==> config.mk <==
export PLATFORM = sky130hd
export DESIGN_NAME = bool_eval_sequencer
export DESIGN_NICKNAME = d
export VERILOG_FILES = /design/src/rtl/bool_eval_pkg.sv /design/src/rtl/bool_eval_settle_timer.sv /design/src/rtl/bool_eval_sequencer.sv
export SDC_FILE = /design/constraint.sdc
export NUM_CORES = 1
export LEC_CHECK = 0
export CORE_ASPECT_RATIO = 2
export CORE_MARGIN = 8
export CORE_UTILIZATION = 50
export CTS_CLUSTER_DIAMETER = 200
export CTS_CLUSTER_SIZE = 14
export DETAILED_ROUTE_END_ITERATION = 7
export GPL_TIMING_DRIVEN = 0
export PLACE_DENSITY = 0.75
export SYNTH_ARGS = -nofsm -noshare
export SYNTH_HDL_FRONTEND = slang
export SYNTH_HIERARCHICAL = 1
export SYNTH_SLANG_ARGS = --single-unit
==> constraint.sdc <==
create_clock -name clk -period 4.9 [get_ports clk]
set_clock_uncertainty 0.05 [all_clocks]
set_input_delay 0.735 -clock clk [delete_from_list [all_inputs] [get_ports clk]]
set_output_delay 0.735 -clock clk [all_outputs]
set_load 0.01 [all_outputs]
==> src/rtl/bool_eval_pkg.sv <==
// Shared types and constants for the boolean-function truth-table sequencer.
package bool_eval_pkg;

  localparam int VEC_COUNT = 8;
  localparam int IDX_W     = 3;

  // Reference truth tables: bit i is the function value at {A,B,C} = i.
  localparam logic [7:0] DEF_EXP_F1 = 8'hD5;
  localparam logic [7:0] DEF_EXP_F2 = 8'hA8;
  localparam logic [7:0] DEF_EXP_F3 = 8'hC3;

  typedef enum logic [2:0] {
    ST_IDLE    = 3'd0,
    ST_WAIT    = 3'd1,
    ST_CAPTURE = 3'd2,
    ST_CHECK   = 3'd3,
    ST_DONE    = 3'd4
  } state_t;

  // Number of set bits in a truth table (used to count mismatches).
  function automatic logic [3:0] popcount8(input logic [7:0] v);
    logic [3:0] c;
    c = 4'd0;
    for (int i = 0; i < 8; i++) begin
      c = c + {3'b000, v[i]};
    end
    return c;
  endfunction

endpackage

==> src/rtl/bool_eval_settle_timer.sv <==
// Loadable 4-bit up/down counter with a terminal-value flag; paces the
// settle dwell of each input vector.
module bool_eval_settle_timer (
  input  logic       clk,
  input  logic       rst_n,
  input  logic       load_i,
  input  logic [3:0] load_val_i,
  input  logic       en_i,
  input  logic       up_i,
  input  logic [3:0] term_i,
  output logic       tc_o
);

  logic [3:0] cnt_q, cnt_d;

  // Load has priority over counting; counting direction follows up_i.
  always_comb begin
    cnt_d = cnt_q;
    if (load_i) begin
      cnt_d = load_val_i;
    end else if (en_i) begin
      cnt_d = up_i ? (cnt_q + 4'd1) : (cnt_q - 4'd1);
    end
  end

  // Counter register.
  always_ff @(posedge clk or negedge rst_n) begin
    if (!rst_n) begin
      cnt_q <= 4'd0;
    end else begin
      cnt_q <= cnt_d;
    end
  end

  // Terminal flag is decoded from the registered count only.
  assign tc_o = (cnt_q == term_i);

endmodule

==> src/rtl/bool_eval_sequencer.sv <==
// Sweeps {A,B,C} over all eight vectors, lets the external evaluator settle,
// captures F1/F2/F3 into truth tables and compares them against references.
//
// Handshake: start is a single-cycle request honoured only in IDLE (abort has
// priority); busy stays high from acceptance until the cycle done pulses, and
// done is a one-cycle pulse in which pass/mismatch_cnt are already valid.
module bool_eval_sequencer
  import bool_eval_pkg::*;
#(
  parameter int         SETTLE_CYCLES = 2,
  parameter logic [7:0] EXP_F1        = DEF_EXP_F1,
  parameter logic [7:0] EXP_F2        = DEF_EXP_F2,
  parameter logic [7:0] EXP_F3        = DEF_EXP_F3
) (
  input  logic       clk,
  input  logic       rst_n,
  input  logic       start,
  input  logic       abort,
  output logic       A,
  output logic       B,
  output logic       C,
  input  logic       F1,
  input  logic       F2,
  input  logic       F3,
  output logic       busy,
  output logic       done,
  output logic [7:0] f1_tt,
  output logic [7:0] f2_tt,
  output logic [7:0] f3_tt,
  output logic [2:0] pass,
  output logic [4:0] mismatch_cnt,
  output logic [2:0] dbg_state_o
);

  localparam logic [3:0]       SETTLE_TERM = 4'(SETTLE_CYCLES - 1);
  localparam logic [IDX_W-1:0] LAST_IDX    = IDX_W'(VEC_COUNT - 1);
  localparam logic [IDX_W-1:0] IDX_ONE     = IDX_W'(1);

  state_t           state_q, state_d;
  logic [IDX_W-1:0] index_q, index_d;
  logic [7:0]       f1_q, f1_d, f2_q, f2_d, f3_q, f3_d;
  logic [2:0]       pass_q, pass_d;
  logic [4:0]       mm_q, mm_d;
  logic             busy_q, busy_d;
  logic             done_q, done_d;
  logic             tmr_clr, tmr_inc, tmr_tc;

  bool_eval_settle_timer u_settle_timer (
    .clk        (clk),
    .rst_n      (rst_n),
    .load_i     (tmr_clr),
    .load_val_i (4'd0),
    .en_i       (tmr_inc),
    .up_i       (1'b1),
    .term_i     (SETTLE_TERM),
    .tc_o       (tmr_tc)
  );

  // Next-state and datapath updates; every register holds unless a state acts.
  always_comb begin
    state_d = state_q;
    index_d = index_q;
    f1_d    = f1_q;
    f2_d    = f2_q;
    f3_d    = f3_q;
    pass_d  = pass_q;
    mm_d    = mm_q;
    busy_d  = busy_q;
    done_d  = 1'b0;
    tmr_clr = 1'b0;
    tmr_inc = 1'b0;

    case (state_q)
      ST_IDLE: begin
        if (start && !abort) begin
          state_d = ST_WAIT;
          index_d = '0;
          f1_d    = 8'h00;
          f2_d    = 8'h00;
          f3_d    = 8'h00;
          pass_d  = 3'b000;
          mm_d    = 5'd0;
          busy_d  = 1'b1;
          tmr_clr = 1'b1;
        end
      end
      ST_WAIT: begin
        if (abort) begin
          state_d = ST_IDLE;
          busy_d  = 1'b0;
        end else begin
          tmr_inc = 1'b1;
          if (tmr_tc) begin
            state_d = ST_CAPTURE;
          end
        end
      end
      ST_CAPTURE: begin
        if (abort) begin
          state_d = ST_IDLE;
          busy_d  = 1'b0;
        end else begin
          f1_d[index_q] = F1;
          f2_d[index_q] = F2;
          f3_d[index_q] = F3;
          if (index_q == LAST_IDX) begin
            index_d = '0;
            state_d = ST_CHECK;
          end else begin
            index_d = index_q + IDX_ONE;
            tmr_clr = 1'b1;
            state_d = ST_WAIT;
          end
        end
      end
      ST_CHECK: begin
        if (abort) begin
          state_d = ST_IDLE;
          busy_d  = 1'b0;
        end else begin
          pass_d  = {(f3_q == EXP_F3), (f2_q == EXP_F2), (f1_q == EXP_F1)};
          mm_d    = 5'(popcount8(f1_q ^ EXP_F1)) +
                    5'(popcount8(f2_q ^ EXP_F2)) +
                    5'(popcount8(f3_q ^ EXP_F3));
          // busy falls and done rises on the same edge that enters DONE.
          busy_d  = 1'b0;
          done_d  = 1'b1;
          state_d = ST_DONE;
        end
      end
      ST_DONE: begin
        state_d = ST_IDLE;
      end
      default: begin
        state_d = ST_IDLE;
      end
    endcase
  end

  // State and output registers; reset discards all sweep progress.
  always_ff @(posedge clk or negedge rst_n) begin
    if (!rst_n) begin
      state_q <= ST_IDLE;
      index_q <= '0;
      f1_q    <= 8'h00;
      f2_q    <= 8'h00;
      f3_q    <= 8'h00;
      pass_q  <= 3'b000;
      mm_q    <= 5'd0;
      busy_q  <= 1'b0;
      done_q  <= 1'b0;
    end else begin
      state_q <= state_d;
      index_q <= index_d;
      f1_q    <= f1_d;
      f2_q    <= f2_d;
      f3_q    <= f3_d;
      pass_q  <= pass_d;
      mm_q    <= mm_d;
      busy_q  <= busy_d;
      done_q  <= done_d;
    end
  end

  assign A            = index_q[2];
  assign B            = index_q[1];
  assign C            = index_q[0];
  assign busy         = busy_q;
  assign done         = done_q;
  assign f1_tt        = f1_q;
  assign f2_tt        = f2_q;
  assign f3_tt        = f3_q;
  assign pass         = pass_q;
  assign mismatch_cnt = mm_q;
  assign dbg_state_o  = state_q;

endmodule

Yosys cells after proc, flatten, opt, wreduce, memory -nomap -nowiden. Index checks and enable logic that the tools add are counted. Widths: inputs -> output; s select.

Bits of input ports: 7. Output and inout bits: 40. Bits in registers: 44.

$lt $le $gt $ge: 2. Add/sub/neg operators: 25. Equality and inequality tests: 13. Reductions and logical operators: 13. Multiplexer cells: 40. Bitwise operators: 3.

Operators by type and width (number): $add 4x1->4 (12); $pmux 8 s2 (3); $mux 8 (4); $bwmux 8 (3); $eq 8x8->1 const B (3); $mux 3 (8); $add 3x1->4 (3); $pmux 3 s2 (2); $pmux 3 s4 (1); $mux 5 (2); $pmux 5 s2 (1); $add 2x1->3 (3); $mux 1 (9); $reduce_and 3->1 (3); $mux 4 (2); $add 1x1->2 (3); $eq 3x2->1 const B (2); $ne 2x2->1 const B (3); $reduce_bool 2->1 (3); $add 4x4->5 (1); $add 5x4->5 (1); $not 5->5 (1); $add 4x1->4 const B (1); $eq 4x1->1 const B (1); 19 further kinds (21).

Longest topological paths before layout.
Word-level depth: 12. Depth in mapped cells: 15. Gate-level depth less buffers: 15.

Modules after synthesis. The synthesis kept the hierarchy.

By module, submodules not included: bool_eval_sequencer (cells each 226, area each 2439.8 µm², sequential area each 1001.0 µm², times used 1); bool_eval_settle_timer (cells each 36, area each 374.1 µm², sequential area each 100.1 µm², times used 1).

Worst setup path before layout. No wires, ideal clock.

Path type: register to register. Start: register f1_q[1], in the netlist f1_tt[1]. End: register mm_q[2], in the netlist mismatch_cnt[2]. Library setup time: 0.125 ns. Data arrival time: 4.058 ns. Required time: 4.725 ns. Cell stages (with the launch flop): 15. Path buffers: 0. Path slack: 0.667 ns. Cells stage by stage: dfrtp_1 inv_1 fa_1 inv_1 fa_1 fa_1 inv_1 fa_1 fa_1 inv_1 ha_1 fa_1 xnor2_1 nor3_1 mux2_2.

Word-level cells in the longest chain between the ends: 11.

Ends and longest elaborated chain: start, declared (RTL line bool_eval_sequencer.sv:41) `logic [7:0] f1_q, f1_d, f2_q, f2_d, f3_q, f3_d;`; start signal, assigned (RTL line bool_eval_sequencer.sv:145) `f1_q <= 8'h00;`; start signal, assigned (RTL line bool_eval_sequencer.sv:155) `f1_q <= f1_d;`; $add 1x1->2 (RTL line bool_eval_pkg.sv:25) `c = c + {3'b000, v[i]};`; $add 2x1->3 (RTL line bool_eval_pkg.sv:25); $add 3x1->4 (RTL line bool_eval_pkg.sv:25); $add 4x1->4 (4 in series) (RTL line bool_eval_pkg.sv:25); $add 4x4->5 (RTL line bool_eval_sequencer.sv:122) `mm_d = 5'(popcount8(f1_q ^ EXP_F1)) +`; $add 5x4->5 (RTL line bool_eval_sequencer.sv:123) `5'(popcount8(f2_q ^ EXP_F2)) +`; $mux 5 (RTL line bool_eval_sequencer.sv:117) `if (abort) begin`; $pmux 5 s2 (RTL line bool_eval_sequencer.sv:73) `case (state_q)`; end signal, assigned (RTL line bool_eval_sequencer.sv:159) `mm_q <= mm_d;`; end, declared (RTL line bool_eval_sequencer.sv:43) `logic [4:0] mm_q, mm_d;`.

Every way passes these cells. The select of a mux whose other input is x is not followed. A chain may end at the register's enable or synchronous reset.

Worst setup path in the final report.
Start: register f2_q[2], in the netlist f2_tt[2]. End: register mm_q[2], in the netlist mismatch_cnt[2].

Word-level cells in the longest chain between the ends: 10.

Ends and longest elaborated chain: start, declared (RTL line bool_eval_sequencer.sv:41); start signal, assigned (RTL line bool_eval_sequencer.sv:146) `f2_q <= 8'h00;`; start signal, assigned (RTL line bool_eval_sequencer.sv:156) `f2_q <= f2_d;`; $add 2x1->3 (RTL line bool_eval_pkg.sv:25); $add 3x1->4 (RTL line bool_eval_pkg.sv:25); $add 4x1->4 (4 in series) (RTL line bool_eval_pkg.sv:25); $add 4x4->5 (RTL line bool_eval_sequencer.sv:122); $add 5x4->5 (RTL line bool_eval_sequencer.sv:123); $mux 5 (RTL line bool_eval_sequencer.sv:117); $pmux 5 s2 (RTL line bool_eval_sequencer.sv:73).

Every way passes these cells. The select of a mux whose other input is x is not followed.

==> run_results.csv <==
group,metric,value,unit
timing,tns,0,ns
synth,synth_seq_cells,44,
setup_path,cp_max_fo,3,
timing,fin_crit,4.40,ns
layout,nNetsFinal,362,
setup_path,crit_slowest_cell,"fa_1",
placed_design,pre_cts_slack,0.540,ns
power_and_ir_drop,vdd_drop_max,0.000238,V
layout,drive_gt1_frac,0.134,
outcome,status,"finished, final reports clean",
cts,cts_root_buf,"clkbuf_8",
setup_path,cp_data_arrival_time,4.55,ns
timing,final-setup-viol-count,0,
layout,final_core_util,0.650,
timing,rsz0062_at_grt,"false",
synth,synth_fa_ha_area_frac,0.173,
synth,yosysMostFrequentCell,"inv_1",
cts,clock_path_buffers,2,
synth,synth_xor_xnor_area_share,0.0218,
synth,synth_top_family_by_area,"adder cells",
synth,synth_compound_area_frac,0.152,
synth,syn-mean-instance-area,10.7,µm²
synth,synth_mux_area_frac,0.0302,
power_and_ir_drop,power_density,268,nW/µm²
setup_path,worstSetupEndpointType,"flip-flop",
synth,synthArstFlopShare,1.00,
detailed_routing,wire_per_inst,17.4,µm
floorplan,ios,47,
synth,synth-main-ff-cell,"dfrtp_1",
floorplan,fp.dieW,69.0,µm
timing,fin_ws,0.500,ns
global_route,grt_overflow,0,
synth,yosysUniqueCellTypes,49,
detailed_routing,viasPerCell,5.47,
synth,synth-simple-area-share,0.137,
setup_path,crit_family,"adder cells",
detailed_routing,routed_wirelength,6740,µm
placed_design,hpwlAfterDp,5510,µm
synth,yosys-top-cells-count,"53 x inv_1, 44 x dfrtp_1, 25 x o22ai_1",
detailed_routing,drtPass1Iterations,4,
global_route,grt_pass1_vias,2344,
detailed_routing,drcViolationCount,0,
cts,cts.htree.levels,2,
cts,cts_buffers,5,
power_and_ir_drop,power.leakage,0.00158,µW
synth,yosys_warnings,6,
layout,final_cell_area,3520,µm²
synth,synthCells,262,
detailed_routing,first_iter_violations,106,
floorplan,coreArea,5420,µm²
timing,clock.fmax,227,MHz
setup_path,path_cells,"inv_1, fa_1, inv_1, fa_1, fa_1, inv_1, fa_1, fa_1, inv_1, ha_1, fa_1, xnor2_1, nor3_1, mux2_2",
floorplan,die_h,122,µm
synth,synth-seq-area-share,0.391,
synth,yosys.area.top_type,"dfrtp_1",
cts,post_cts_resized,0,
setup_path,path_common_cell,"fa_1",
cts,cts_sinks,44,
worst_hold_path,hp-class,"input pin to async pin",
placed_design,io_buffers,46,
global_route,antenna_found_initial,0,
setup_path,start_kind,"flip-flop",
setup_path,cp.required,5.05,ns
cts,clock_latency,0.32,ns
synth,synth_edf_count,0,
setup_path,max_stage_delay,0.54,ns
floorplan,initial_core_util,0.519,
timing,hold_viol_final,0,
placed_design,placed_area,3410,µm²
timing,finalCritPeriodShare,0.898,
timing,maxSlewViolCount,0,
detailed_routing,antenna_left,0,
synth,ys_top_cells_by_area,"dfrtp_1 39%, fa_1 13%, inv_1 7.1%",
setup_path,crit_buf_inv,4,
global_route,grt_pass1_wl,11600,µm
layout,area.growth.synth_to_final,25.1,%
placed_design,globalplace.congestion,0.921,
global_route,grt_max_degree,29,
detailed_routing,num_vias,2121,
cts,hold_buffers,0,
run,drv_cap,0,
synth,yosysTopAreaCellShare,0.391,
cts,path_clk_slew,0.09,ns
synth,syn_area,2810,µm²
cts,cts_setup_buffers,0,
floorplan,rows,38,
setup_path,crit_type,"flip-flop to flip-flop",
global_route,grt_use_total,0.169,
layout,antenna_cells,0,
floorplan,fp.dieArea,8430,µm²
cts,cts_tree,"done",
layout by cell type, fill, tap and decap left out, types with 6 or more instances in the layout:
cell type	count
a211oi_2	8
clkbuf_8	6
clkdlybuf4s50_1	45
conb_1	13
dfrtp_1	44
fa_1	18
ha_1	10
inv_1	53
nand2_1	12
o21ai_0	10
o22ai_1	25
power breakdown:
group	switching (µW)	internal (µW)	total, µW
Sequential	34.0	387	421
Clock	139	154	293
Combinational	120	111	230
through the flow:
step                std cells  total power, µW  hold slack (ns)
CTS                       388              951            0.301
global route              388             1010            0.313
detailed placement        380              660            0.446
finish                    388              944            0.290
global placement          379              655            0.441
floorplan                 273              590            0.389
logic make-up after synthesis:
group	Yosys count
buffers and inverters	61
AO/OA/AOI/OAI	58
AND/OR/NAND/NOR	54
flip-flops	44
adder cells (fa/ha/maj)	28
multiplexers	8
XOR/XNOR	7
other	2
state kept, by name, summed over array words and instances, names as in the netlist:
| register | cells |
|---|---|
| pass | 3 |
| f2_tt | 8 |
| f1_tt | 8 |
| dbg_state_o | 3 |
| u_settle_timer/cnt_q | 4 |
| mismatch_cnt | 5 |
| f3_tt | 8 |
| index_q | 3 |
| busy | 1 |
| done | 1 |
worst paths after layout:
kind,start,end,slack [ns],cells after the start
hold reg to reg,pass[1]$_DFFE_PN0P_,pass[1]$_DFFE_PN0P_,0.46,1
hold / removal,rst_n,f2_tt[6]$_DFFE_PN0P_,0.29,1
setup / recovery,f2_tt[2]$_DFFE_PN0P_,mismatch_cnt[2]$_DFFE_PN0P_,0.50,14
min in group clk,pass[1]$_DFFE_PN0P_,pass[1]$_DFFE_PN0P_,0.46,1
max in group asynchronous,rst_n,u_settle_timer/cnt_q[0]$_DFFE_PN0P_,4.01,2
setup reg to reg,f2_tt[2]$_DFFE_PN0P_,mismatch_cnt[2]$_DFFE_PN0P_,0.50,14
final cells by class:
class	instances	area [µm²]
tap	60	75.1
clock inverter	3	46.3
sequential	44	1100
buffer	8	61.3
multi-input combinational	168	1490
timing repair buffer	47	475
inverter	53	199
fill	455	1900
clock buffer	5	68.8
layer usage:
| metal | track usage | routed length (µm) | vias to the layer above |
|---|---|---|---|
| met5 | 0 | 0 | - |
| met4 | 0.116 | 374 | 0 |
| met3 | 0.0440 | 294 | 23 |
| met2 | 0.299 | 3570 | 55 |
| met1 | 0.170 | 2500 | 1032 |
| li1 | - | - | 1011 |
Power figures use the tool's default switching activity.
